`src/rtl/spi_slave_if.sv`:
```
// SPI slave front end: deserialises {cmd[1:0], payload} frames for the RAM stage and
// shifts the RAM read word back out on MISO. Define SPI_FRAME_ERR_EN to add the frame_err abort strobe.
module spi_slave_if #(
  parameter int DATA_W = 8,
  parameter int CNT_W  = 4
) (
  input  logic              clk,
  input  logic              rst_n,
  input  logic              SS_n,
  input  logic              MOSI,
  output logic              MISO,
  output logic [DATA_W+1:0] rx_data,
  output logic              rx_valid,
  input  logic [DATA_W-1:0] tx_data,
  input  logic              tx_valid
`ifdef SPI_FRAME_ERR_EN
  ,
  output logic              frame_err
`endif
);

  typedef enum logic [2:0] {IDLE, CHK_CMD, WRITE, READ_ADD, READ_DATA} state_t;

  localparam logic [CNT_W-1:0] RX_BITS = CNT_W'(DATA_W + 2);
  localparam logic [CNT_W-1:0] TX_BITS = CNT_W'(DATA_W);

  state_t            state;
  logic [CNT_W-1:0]  cnt;
  logic [DATA_W+1:0] rx_sh;
  logic [DATA_W-1:0] tx_sh;
  logic              rd_addr_done;
  logic              rx_done;
  logic              tx_busy;
  logic              tx_done;
  logic              shifting;
  logic              rx_shift;
  logic              rx_last;

  assign shifting = (state == WRITE) || (state == READ_ADD) || (state == READ_DATA);
  assign rx_shift = shifting && !rx_done && (cnt != RX_BITS);
  // A frame whose last bit has landed is delivered even if SS_n rises on the very next edge.
  assign rx_last  = shifting && !rx_done && (cnt == RX_BITS);

`ifdef SPI_FRAME_ERR_EN
  logic abort_err;
  assign abort_err = (state == CHK_CMD) || (shifting && !rx_done && !rx_last) ||
                     ((state == READ_DATA) && !tx_done);
`endif

  always_ff @(posedge clk)
    if (rx_shift) rx_sh <= {rx_sh[DATA_W:0], MOSI};

  always_ff @(posedge clk) begin
    if (!rst_n) begin
      state        <= IDLE;
      MISO         <= 1'b0;
      rx_data      <= '0;
      rx_valid     <= 1'b0;
      cnt          <= '0;
      rd_addr_done <= 1'b0;
      tx_sh        <= '0;
      rx_done      <= 1'b0;
      tx_busy      <= 1'b0;
      tx_done      <= 1'b0;
`ifdef SPI_FRAME_ERR_EN
      frame_err    <= 1'b0;
`endif
    end else begin
      rx_valid <= 1'b0;
`ifdef SPI_FRAME_ERR_EN
      frame_err <= 1'b0;
`endif
      if (rx_last) begin
        rx_data  <= rx_sh;
        rx_valid <= 1'b1;
        rx_done  <= 1'b1;
        if (state == READ_ADD) rd_addr_done <= 1'b1;
      end

      if ((state != IDLE) && SS_n) begin
        state   <= IDLE;
        cnt     <= '0;
        MISO    <= 1'b0;
        rx_done <= 1'b0;
        tx_busy <= 1'b0;
        tx_done <= 1'b0;
`ifdef SPI_FRAME_ERR_EN
        frame_err <= abort_err;
`endif
      end else begin
        case (state)
          IDLE: begin
            if (!SS_n) begin
              state <= CHK_CMD;
              cnt   <= '0;
            end
          end
          CHK_CMD: begin
            cnt     <= '0;
            rx_done <= 1'b0;
            tx_busy <= 1'b0;
            tx_done <= 1'b0;
            if (!MOSI)             state <= WRITE;
            else if (rd_addr_done) state <= READ_DATA;
            else                   state <= READ_ADD;
          end
          default: begin
            if (rx_shift) cnt <= cnt + 1'b1;
            // The RAM answers only after it has seen the rx_valid strobe.
            if ((state == READ_DATA) && rx_done && !rx_valid && !tx_busy && !tx_done && tx_valid) begin
              tx_sh   <= tx_data;
              tx_busy <= 1'b1;
              cnt     <= '0;
            end
            if (tx_busy) begin
              if (cnt == TX_BITS) begin
                MISO         <= 1'b0;
                tx_busy      <= 1'b0;
                tx_done      <= 1'b1;
                rd_addr_done <= 1'b0;
              end else begin
                MISO  <= tx_sh[DATA_W-1];
                tx_sh <= tx_sh << 1;
                cnt   <= cnt + 1'b1;
              end
            end
          end
        endcase
      end
    end
  end

endmodule

```
`config.mk`:
```
export PLATFORM = sky130hd
export DESIGN_NAME = spi_slave_if
export DESIGN_NICKNAME = d
export VERILOG_FILES = /design/src/rtl/spi_slave_if.sv
export SDC_FILE = /design/constraint.sdc
export NUM_CORES = 1
export LEC_CHECK = 0
export ABC_AREA = 1
export CAP_MARGIN = 40
export CORE_UTILIZATION = 30
export DETAILED_ROUTE_END_ITERATION = 16
export GPL_TIMING_DRIVEN = 0
export PLACE_DENSITY_LB_ADDON = 0.1
export SLEW_MARGIN = 30
export SYNTH_ARGS = -nofsm -noshare
export SYNTH_HDL_FRONTEND = slang
export SYNTH_SLANG_ARGS = --single-unit
```
`constraint.sdc`:
```
create_clock -name clk -period 1.7 [get_ports clk]
set_input_delay 0.255 -clock clk [delete_from_list [all_inputs] [get_ports clk]]
set_output_delay 0.255 -clock clk [all_outputs]
set_load 0.005 [all_outputs]
```
==> qor.yml, run 1 <==
core.rowCount: 27
report.final.slew_viol_count: 0
cts_num_sinks: 41
num_vias: 1452
wire_per_inst_um: 12.2
p_seq_share_pct: 49.8
synth_area_um2: 1820
yosysTopAreaCell: "dfxtp_1"
drc: 0
critPathArrivalTime_ns: 1.73
die_y_um: 79.8
routed_wl_um: 3890
fin_cells: 320
p_total_mw: 2.35
cts_hold_buffers: 0
switching_share_pct: 33.5
rsz0062_at_grt: "no"
nFillCells: 589
synth_top_flop_cell: "dfxtp_1"
max_freq_ghz: 0.661
synth.most_common_cell: "nand2_1"
async_reset_ff_share_pct: 0
diodes: 0
critPathMaxFanout: 10
tritoncts: "built"
hold-worst-slack_ns: 0.455
layout_setup_ws_ns: 0.188
pre_cts_ws_ns: -0.0928
synth_top_area_share_pct: 34.2
power_frac_comb_pct: 23.5
via_per_inst: 4.54
p_sw_uw: 786
slew-limit-headroom_pct: 68.2
dp.cells: 312
drtPass1Iterations: 4
min_period_ns: 1.51
die_area_um2: 6370
grt_max_degree: 14
path_clk_slew_ns: 0.08
cts_resized: 1
num_io_pins: 25
clk_path_buf_depth: 2
crit_family: "simple AND/OR/NAND/NOR gates"
port_buffers: 24
crit_chain: "inv_1 -> ha_1 -> nand3_1 -> nand2_4 -> nand2_4 -> nand2_4 -> nand2_1 -> nand2_1 -> a31oi_1"
synth_edf_count: 10
cp-end-kind: "flip-flop"
power_density_nw_per_um2: 1040
hp-class: "reg -> reg"
critPathKind: "reg -> reg"
p_int_mw: 1.56
cp_num_buf_inv: 1
ys_seq_area_share_pct: 50.7
worstSkewPairLatency_ns: 0.29
yosys-top-cells-count: "nand2_1 (58), a21oi_1 (31), dfxtp_1 (31)"
coreArea_um2: 5680
yosys-top-cells-area: "dfxtp_1 (34%), edfxtp_1 (17%), nand2_1 (12%), a21oi_1 (8.5%), inv_1 (5.2%)"
syn_nets: 232
finalSetupViolCount: 0
grt_pass1_vias: 1394
syn2layout_area_growth_pct: 23.8
drive_gt1_share_pct: 13.3
skew_ns: 0.00399
cts_buffers: 5
leakagePower_nw: 0.875
htreeDepth: 2
synth_seq_cells: 41
initial_core_util_pct: 32.0
gp_congestion: 0.774
critPathLaunchType: "flip-flop"
yosys_warnings: 0
slowest_stage: "dfxtp_1"
hold_violations: 0
fp.dieW_um: 79.8
antenna_found_initial: 0
final_nets: 263
grt-ovfl-total: 0
worst_pin_slew_ns: 0.477
required_ns: 1.92
grt_usage_pct: 14.2
post-cts-setup-buffer-count: 0
stdcell_area_um2: 2250
cap_violations: 0
hpwlAfterDp_um: 2750
antenna_left: 0
cpPeakStageDelay_ns: 0.42
synth_cell_types: 28
drt_iter0_drc: 49
clockRootBuffer: "clkbuf_8"
placed_area_um2: 2150
finalCritPeriodShare_pct: 88.9
grt_first_pass_wirelength_um: 6800
ir_drop_mv: 0.303
syn_inst: 216
path_common_cell: "nand2_4"
pwr-share-clk_pct: 26.7
synth.avg_cell_area_um2: 8.41
outcome: "finished clean"
[stage by stage]
step | setup TNS, ns | utilization (%)
floorplan | 0 | -
global placement | -0.934 | 37.8
detailed placement | -0.564 | 37.8
CTS | 0 | 39.4
global route | 0 | 39.6
finish | 0 | 39.6
[cell usage in the layout (no fill, tap or decap), drive strengths merged]
master         synthesis  final
or2                    1      1
inv                   29     27
nor3                   1      1
clkdlybuf4s50          0     24
nor2                   9      9
ha                     3      3
edfxtp                10     10
nand2                 67     67
a21oi                 32     32
clkbuf                 1      6
clkinvlp               0      2
clkinv                 1      4
nand3b                 1      1
and3                   1      1
buf                    1      1
o21ai                  8      8
a211oi                 1      1
nand3                 14     14
a31oi                  5      5
dfxtp                 31     31
[power groups by stage]
stage	combinational (mW)	clock (mW)	sequential (mW)
after floorplan	0.404	0	1.18
after global placement	0.544	0	1.19
after detailed placement	0.543	0	1.19
after CTS	0.550	0.658	1.17
after global routing	0.618	0.697	1.18
final	0.552	0.626	1.17
[sequential cells by signal, summed over array words and instances (netlist names)]
| register | count |
|---|---|
| MISO | 1 |
| cnt | 4 |
| rd_addr_done | 1 |
| rx_data | 10 |
| rx_done | 1 |
| rx_sh | 10 |
| rx_valid | 1 |
| state | 3 |
| tx_busy | 1 |
| tx_done | 1 |
| tx_sh | 8 |
[metal layers]
metal / vias to the layer above / share of wire, % / track usage, %
li1: 766 / - / -
met1: 650 / 52 / 20.1
met2: 30 / 42 / 20.5
met3: 6 / 4.9 / 3.89
met4: 0 / 1.5 / 5.36
met5: - / 0 / 0
[kinds of logic (layout without fill, tap and decap cells)]
logic type / count (synthesis) / count (layout) / synth area share [%]
DFF: 41 / 41 / 50.7
adders and majority gates: 3 / 3 / 2.07
AOI/OAI and AO/OA: 46 / 46 / 13.6
and+or+nand+nor: 94 / 94 / 26.5
buffers and inverters: 32 / 64 / 7.03
[cell type report]
cell class	instances	area (um2)	area share, %
Tap cell	72	90.1	4.01
Clock inverter	3	17.5	0.780
Timing Repair Buffer	24	240	10.7
Multi-Input combinational cell	143	772	34.4
Buffer	2	15.0	0.668
Sequential cell	41	922	41.0
Inverter	30	121	5.40
Clock buffer	5	68.8	3.06
[worst reg2reg max path, delay by kind of cell, from the launching register on]
family	cells	cell delay, ns
compound gates	1	0.15
fa+ha+maj	1	0.17
buf+inv	1	0.07
flops	1	0.42
simple gates	6	0.62
[final timing paths]
kind	start	endpoint	slack [ns]	cells after the start
worst max-delay path	cnt[1]	tx_sh[1]	0.19	9
worst min-delay path	rx_sh[1]	rx_sh[2]	0.46	0
worst max register to register	cnt[1]	tx_sh[1]	0.19	9
worst min register to register	rx_sh[1]	rx_sh[2]	0.46	0
No activity file was read; power rests on OpenSTA's default activity.
==> run 2: changes to the inputs <==
--- a/config.mk
+++ b/config.mk
@@ -11,6 +11,7 @@
 export DETAILED_ROUTE_END_ITERATION = 16
 export GPL_TIMING_DRIVEN = 0
 export PLACE_DENSITY_LB_ADDON = 0.1
+export REMOVE_ABC_BUFFERS = 1
 export SLEW_MARGIN = 30
 export SYNTH_ARGS = -nofsm -noshare
 export SYNTH_HDL_FRONTEND = slang
==> qor.yml, run 2 (synthesized netlist as in run 1, its figures left out) <==
gp_congestion: 0.800  # +3.4%
htreeDepth: 2  # unchanged
drive_gt1_share_pct: 13.3  # unchanged
crit_family: "buffers and inverters"
p_total_mw: 2.48  # +5.6%
die_area_um2: 6370  # unchanged
r2r_slack_ns: 0.14  # -0.04 ns
cts_num_sinks: 41  # unchanged
layout_setup_ws_ns: 0.143  # -0.0450 ns
worst_pin_slew_ns: 0.397  # -0.0804 ns
grt_max_degree: 16  # +2
diodes: 0  # unchanged
outcome: "finished clean"
via_per_inst: 4.54  # +0.14%
clockRootBuffer: "clkbuf_8"
slew-limit-headroom_pct: 73.5  # +5.3 points
port_buffers: 24  # unchanged
slowest_stage: "dfxtp_2"
ir_drop_mv: 0.520  # +71%
cts_buffers: 5  # unchanged
critPathKind: "reg -> reg"
grt_usage_pct: 13.0  # -1.2 points
crit_chain: "inv_1 -> ha_1 -> nand3_1 -> nand3_4 -> inv_1"
r2r_start: "cnt[0]"
coreArea_um2: 5680  # unchanged
cap_violations: 0  # unchanged
drt_iter0_drc: 90  # +84%
rsz0062_at_grt: "no"
cts_hold_buffers: 0  # unchanged
grt_pass1_vias: 1325  # -4.9%
skew_ns: 0.00485  # +0.000859 ns
cpPeakStageDelay_ns: 0.37  # -0.05 ns
path_common_cell: "inv_1"
critPathArrivalTime_ns: 1.51  # -0.22 ns
dp.cells: 310  # -0.64%
finalCritPeriodShare_pct: 91.6  # +2.6 points
report.final.slew_viol_count: 0  # unchanged
grt-ovfl-total: 0  # unchanged
grt_first_pass_wirelength_um: 6270  # -7.7%
stdcell_area_um2: 2270  # +1.2%
hold_violations: 0  # unchanged
final_cell_mix: "nand2_1 (58), a21oi_1 (31), dfxtp_1 (30)"
setup_tns_ns: 0  # unchanged
leakagePower_nw: 0.911  # +4.1%
path_clk_slew_ns: 0.08  # about the same
fin_cells: 320  # unchanged
initial_core_util_pct: 32.0  # unchanged
fin_util_pct: 40.1  # +0.48 points
min_period_ns: 1.56  # +0.0450 ns
crit_start: "cnt[0]"
crit_cells: 5  # -4
num_vias: 1454  # +0.14%
syn2layout_area_growth_pct: 25.3
rr_endpoint: "rx_sh[7]"
clk_path_buf_depth: 2  # unchanged
hp-class: "in -> reg"
finalSetupViolCount: 0  # unchanged
layout_commonest_cell: "nand2_1"
max_freq_ghz: 0.642  # -2.9%
r2r_cells: 5  # -4
hold-worst-slack_ns: 0.367  # -0.0885 ns
cp-end-kind: "flip-flop"
critPathLaunchType: "flip-flop"
tritoncts: "built"
crit_end: "rx_sh[7]"
largestRegisters: "rx_data x10, rx_sh x10, tx_sh x8"
antenna_left: 0  # unchanged
critPathMaxFanout: 10  # unchanged
core.rowCount: 27  # unchanged
routed_wl_um: 3810  # -2.2%
fp.dieW_um: 79.8  # unchanged
die_y_um: 79.8  # unchanged
placed_area_um2: 2130  # -0.70%
power_density_nw_per_um2: 1090  # +4.3%
hpwlAfterDp_um: 2600  # -5.5%
worstSkewPairLatency_ns: 0.29  # about the same
final_nets: 263  # unchanged
num_io_pins: 25  # unchanged
antenna_found_initial: 0  # unchanged
pre_cts_ws_ns: -0.289  # -0.196 ns
drtPass1Iterations: 4  # unchanged
cp_num_buf_inv: 2  # +1
drc: 0  # unchanged
wire_per_inst_um: 11.9  # -2.2%
required_ns: 1.65  # -0.27 ns
-- run 2: final cells by class --
cell class,count,area (um2)
well taps,72,90.1
multi-input cells,143,779
fillers,585,3400
repair buffers,26,258
clock inverters,2,35.0
inverters,30,118
flip-flops and latches,41,922
clock buffers,6,72.6
-- run 2: worst min-delay path, stage by stage --
cell and delay, ns:
dlymetal6s2s_1 0.22, nand2_1 0.11, a31oi_1 0.03
-- run 2: worst min path at each step --
| stage | slack, ns | startpoint | depth (start not counted) | endpoint |
|---|---|---|---|---|
| 2_1_floorplan | 0.35 | MOSI | 0 | rx_sh[0] |
| 3_3_place_gp | 0.43 | rx_sh[0] | 0 | rx_sh[1] |
| 3_5_place_dp | 0.43 | rx_sh[4] | 0 | rx_sh[5] |
| 4_1_cts | 0.45 | rx_sh[3] | 0 | rx_sh[4] |
| 5_1_grt | 0.40 | rst_n | 3 | tx_sh[4] |
| 6_report | 0.37 | rst_n | 3 | tx_sh[2] |
-- run 2: routing by layer --
metal	vias up	share of wire [%]	track usage, %
li1	764	-	-
met1	656	53	18.0
met2	30	41	18.6
met3	4	4.5	3.54
met4	0	1.4	5.89
met5	-	0	0
-- run 2: power by group --
group | switching, mW | internal (mW)
Combinational | 0.364 | 0.170
Sequential | 0.0634 | 1.11
Clock | 0.338 | 0.436
Total | 0.765 | 1.71
-- run 2: repair_timing --
action / in CTS / in global routing
resized for setup: 2 / 4
buffers inserted: 0 / 2
endpoints found under the setup margin: 10 / 32
